[config.mk]
export PLATFORM = sky130hd
export DESIGN_NAME = mod_74x161_chain
export DESIGN_NICKNAME = d
export VERILOG_FILES = /design/src/rtl/mod_74x161_chain.sv
export SDC_FILE = /design/constraint.sdc
export NUM_CORES = 1
export LEC_CHECK = 0
export CAP_MARGIN = 10
export CORE_AREA = 3 3 48 50
export CTS_CLUSTER_SIZE = 40
export DETAILED_ROUTE_END_ITERATION = 8
export DIE_AREA = 0 0 51 53
export GPL_TIMING_DRIVEN = 1
export PLACE_DENSITY_LB_ADDON = 0.2
export SETUP_SLACK_MARGIN = 0.3
export SYNTH_ARGS = -nofsm -noshare
export SYNTH_HDL_FRONTEND = slang
export SYNTH_SLANG_ARGS = --single-unit
[constraint.sdc]
create_clock -name CLK -period 1.6 [get_ports CLK]
set_clock_uncertainty 0.05 [all_clocks]
set_input_delay 0.32 -clock CLK [delete_from_list [all_inputs] [get_ports CLK]]
set_output_delay 0.32 -clock CLK [all_outputs]
set_load 0.01 [all_outputs]
[src/rtl/mod_74x161_chain.sv]
// Cascade of 74x161 synchronous 4-bit counters forming a WIDTH-bit up-counter.
// Carry ripples combinationally from nibble to nibble through each stage's RCO/ENT.

module mod_74x161_nib (
    input  logic       clk,
    input  logic       clr_n,
    input  logic       load_n,
    input  logic       enp,
    input  logic       ent,
    input  logic [3:0] d,
    output logic [3:0] q,
    output logic       rco
);
    always_ff @(posedge clk or negedge clr_n) begin
        if (!clr_n)
            q <= '0;
        else if (!load_n)
            q <= d;
        else if (enp && ent)
            q <= q + 4'd1;
    end

    // RCO depends only on ENT and the stored count, never on ENP or LOAD_n.
    assign rco = ent && (q == 4'hF);
endmodule

module mod_74x161_chain #(
    parameter  int WIDTH = 8,
    localparam int NIB   = WIDTH / 4
) (
    input  logic             CLK,
    input  logic             CLR_n,
    input  logic             LOAD_n,
    input  logic             ENP,
    input  logic             ENT,
    input  logic [WIDTH-1:0] D,
    output logic [WIDTH-1:0] Q,
    output logic             RCO,
    output logic [NIB-1:0]   RCO_NIB
);
    logic [NIB-1:0][3:0] q_nib;
    logic [NIB:0]        ent_chain;

    // Stage i is enabled by the carry of stage i-1; stage 0 takes ENT directly.
    assign ent_chain[0] = ENT;

    for (genvar i = 0; i < NIB; i++) begin : g_nib
        mod_74x161_nib u_nib (
            .clk    (CLK),
            .clr_n  (CLR_n),
            .load_n (LOAD_n),
            .enp    (ENP),
            .ent    (ent_chain[i]),
            .d      (D[4*i +: 4]),
            .q      (q_nib[i]),
            .rco    (ent_chain[i+1])
        );
    end

    assign Q       = q_nib;
    assign RCO_NIB = ent_chain[NIB:1];
    assign RCO     = ent_chain[NIB];
endmodule

; ---- Yosys cells after proc, flatten, opt, wreduce, memory -nomap -nowiden
; Cells that the tools add are included.
[op_classes]
n_addsub = 2
multipliers = 0
div_mod_pow = 0
magnitude_cmp = 0
n_eq_ne = 4
shift = 0
n_mux = 4
n_bitwise = 0
n_reduce_logical = 4
[op_table]
columns = op, n
row1 = 2-to-1 mux 4 bit, 4
row2 = adder 4 x 1 -> 4 bit (second input constant), 2
row3 = == test 4 bit (second input constant), 2
row4 = logical AND 1 bit, 4
row5 = != test 2 x 1 -> 1 bit (second input constant), 2
[word_totals]
ff_bits = 8
latch_bits = 0
mem_bits_rw = 0
mem_bits_ro = 0
output_inout_bits = 11
word_cells = 16
mem_count = 0

; ---- Depth between registers and ports, before layout
[depth]
depth_word = 5
depth_mapped = 5
depth_no_buf = 5

; ---- Modules after synthesis
; From an unflattened synthesis, not the netlist that was laid out.
[unflattened]
hier_cells = 47
hier_area_um2 = 442.9
[modules_own_cells]
columns = mod, n_inst, cells_per_inst, area_per_inst_um2
row1 = mod_74x161_nib, 2, 23, 217.7
row2 = mod_74x161_chain, 1, 1, 7.5

; ---- Worst setup path before layout
; Ideal clock, no wire load.
[synth_path]
kind = register to output
start = register g_nib[0].u_nib.q[0]
end = output RCO_NIB[1]
arrival_time_ns = 1.162
required_time_ns = 1.230
setup_slack_ns = 0.068
stages_incl_launch_ff = 5
cell_sequence = dfrtp_1 > ha_1 > nand4_4 > nor2_1 > buf_4
[synth_between]
elab_chain_cells = 3
[synth_lines]
columns = element, line_no
row1 = from (decl), 11  ; output logic [3:0] q,
row2 = from (signal assigned), 20  ; q <= q + 4'd1;
row3 = == test 4 bit, 24  ; assign rco = ent && (q == 4'hF);
row4 = logical AND 1 bit (2 in a row), 24
row5 = to (decl), 39  ; output logic [NIB-1:0] RCO_NIB
; No other way between the ends.

; ---- Final worst setup path
[layout_path]
start = register g_nib[0].u_nib.q[0]
end = output RCO
[layout_between]
elab_chain_cells = 3
[layout_lines]
columns = element, line_no
row1 = == test 4 bit, 24
row2 = logical AND 1 bit (2 in a row), 24
row3 = to (decl), 38  ; output logic RCO,
; No other way between the ends.

==> results.toml <==
[run_status]
status = "finished, final reports clean"

[clock_tree]
clk_pin_slew_ns = 0.05
clkLatencyLatePin_ns = 0.25
clk_path_buf_depth = 2
root_buffer = "clkbuf_4"
cts_tree = "done"
cts_buffers = 3
h-tree-depth = 1
cts_num_sinks = 8
hold_buffers = 0

[yosys]
muxShareOfSynthArea_pct = 2.13
netlist_instances = 53
ys_types = 17
synth_area_leaders = "dfrtp_1 43%, nor2_1 7.2%, a31oi_1 6.7%"
synthSimpleGateAreaFrac_pct = 24.3
synth_xor_xnor_area_share_pct = 3.73
avgSynthCellArea_um2 = 8.85
synth_top_family_by_area = "simple AND/OR/NAND/NOR gates"
synth_area_leader_cell = "dfrtp_1"
synth.net_count = 68
synth_compound_area_share_pct = 15.2
ys_seq_elements = 8
synth_fa_ha_area_share_pct = 5.33
yosysSeqAreaShare_pct = 42.7
yosysTopAreaCellShare_pct = 42.7
syn-cell-area_um2 = 469
ys_warn_count = 0

[placement]
portBuffers = 23
gp_congestion = 0.776
place_hpwl_um = 1030

[worst_setup_path]
crit_arrival_ns = 1.16
startpoint = "g_nib[0].u_nib.q[0]"
required_ns = 1.23
endpoint = "RCO"
reg2reg_to = "g_nib[1].u_nib.q[2]"
rr_worst_depth = 5
crit_type = "flop to output pin"
crit_fanout = 4
r2r_slack_ns = 0.16
r2r-start = "g_nib[0].u_nib.q[0]"
start_kind = "flop"
worst_setup_path_end_kind = "output pin"

[worst_hold_path]
hold_class = "primary input to async pin"

[route]
drc = 0
firstDrtPassIters = 2
vias_per_cell = 4.48
routed_wl_um = 1390
drt_iter0_drc = 1
vias = 542
antenna_left = 0
wl_per_cell_um = 11.5

[global_route]
grt_pass1_wl_um = 2240
first_global_vias = 520
track_usage_pct = 11.4
grt_max_degree = 17
antenna_found_initial = 0
grt-ovfl-total = 0

[sta]
hold_viol = 0
drv_slew = 0
rsz0062_at_grt = "yes"
period_share_pct = 95.5
slew_headroom_pct = 73.6
fin_crit_ns = 1.53
clock.fmax_mhz = 654
tightestPinTransition_ns = 0.395
whs_ns = 0.310
setup_violations = 0

[final_layout]
largest_reg_flops = 8
diodes = 0
drive_gt1_share_pct = 42.6
top_regs = "g_nib.u_nib.q: 8 flops"
syn2layout_area_growth_pct = 93.9
top_register = "g_nib.u_nib.q"
nets = 111

[floorplanning]
start_util_pct = 24.2
dieWidth_um = 51
core_um2 = 1940
io_pins = 24
fp-row-count = 16
die_area_um2 = 2700
die_h_um = 53

[power_and_ir_drop]
leakage_nw = 0.398
power_density_nw_per_um2 = 718
ir_worst_vdd_uv = 475
finalPower_uw = 653

[job]
cap_violations = 0
[layer usage]
metal / routed length (um) / vias up / GRT usage (%)
li1: - / 273 / -
met2: 658 / 22 / 17.2
met5: 0 / - / 0
met1: 588 / 247 / 13.8
met4: 0 / 0 / 6.73
met3: 139 / 0 / 4.23
[worst max-delay path: stages, from the launching register on]
cell,delay (ns)
dfrtp_1,0.39
ha_4,0.17
nand4_4,0.11
nor2_4,0.10
buf_2,0.13
[cell families after synthesis]
group | count (synthesis)
AND/OR/NAND/NOR | 21
AO/OA/AOI/OAI | 13
flip-flops | 8
buffers and inverters | 6
XOR/XNOR | 2
adder cells (fa/ha/maj) | 2
multiplexers | 1
[placed cells by master (no fill, tap or decap), drive strengths merged]
master and count:
clkdlybuf4s50 10, o21ai 5, buf 29, inv 2, nand4 2, dlygate4sd2 2
xor2 2, nand3 4, a21oi 3, clkbuf 4, a31oi 5, dfrtp 8
nor2 9, nand2 2, mux2i 1, ha 2, or3 4
[worst min-delay path by stage]
stage	slack [ns]	to	depth (start not counted)
after floorplan	-0.03	g_nib[0].u_nib.q[0]	0
after global placement	0.55	g_nib[1].u_nib.q[3]	2
after detailed placement	0.56	g_nib[1].u_nib.q[3]	2
after CTS	0.32	g_nib[1].u_nib.q[2]	1
after global routing	0.33	g_nib[1].u_nib.q[2]	1
final	0.31	g_nib[1].u_nib.q[0]	1
[power by group]
group	internal [mW]	switching, mW	total [mW]	leakage (nW)
Sequential	0.224	0.0177	0.242	0.0894
Combinational	0.153	0.104	0.257	0.295
Clock	0.0858	0.0683	0.154	0.0138
[area by class of cell]
type                       count  area [um^2]
timing repair buffer          42          375
clock buffer                   3         22.5
fill                         202         1030
inverter                       2         7.51
multi-input combinational     39          270
tap                           27         33.8
sequential                     8          200
[through the flow]
stage / utilization [%] / instance area, um^2 / worst slack, ns / instances / TNS (ns)
3_3_place_gp: 42.5 / 825 / -0.400 / 113 / -1.61
4_1_cts: 44.3 / 860 / 0.0589 / 121 / 0
6_report: 46.8 / 910 / 0.0721 / 121 / 0
5_1_grt: 46.8 / 910 / -0.0161 / 121 / -0.0306
2_1_floorplan: - / 479 / 0.193 / 53 / 0
3_5_place_dp: 42.5 / 825 / -0.417 / 113 / -1.71
[cell usage after synthesis (all sizes together)]
cell and instances:
nor2 9, mux2i 1, nand2 2, buf 3, or3 4, dfrtp 8, xor2 2, a31oi 5
clkbuf 1, nand3 4, a21oi 3, ha 2, nand4 2, o21ai 5, inv 2
[repair_timing]
action,4_1_cts,5_1_grt
pin swaps,5,3
buffers inserted,5,0
endpoints found under the setup margin,18,16
endpoints found under the hold margin,0,0
resized for setup,50,12
(Power assumes the default switching activity.)
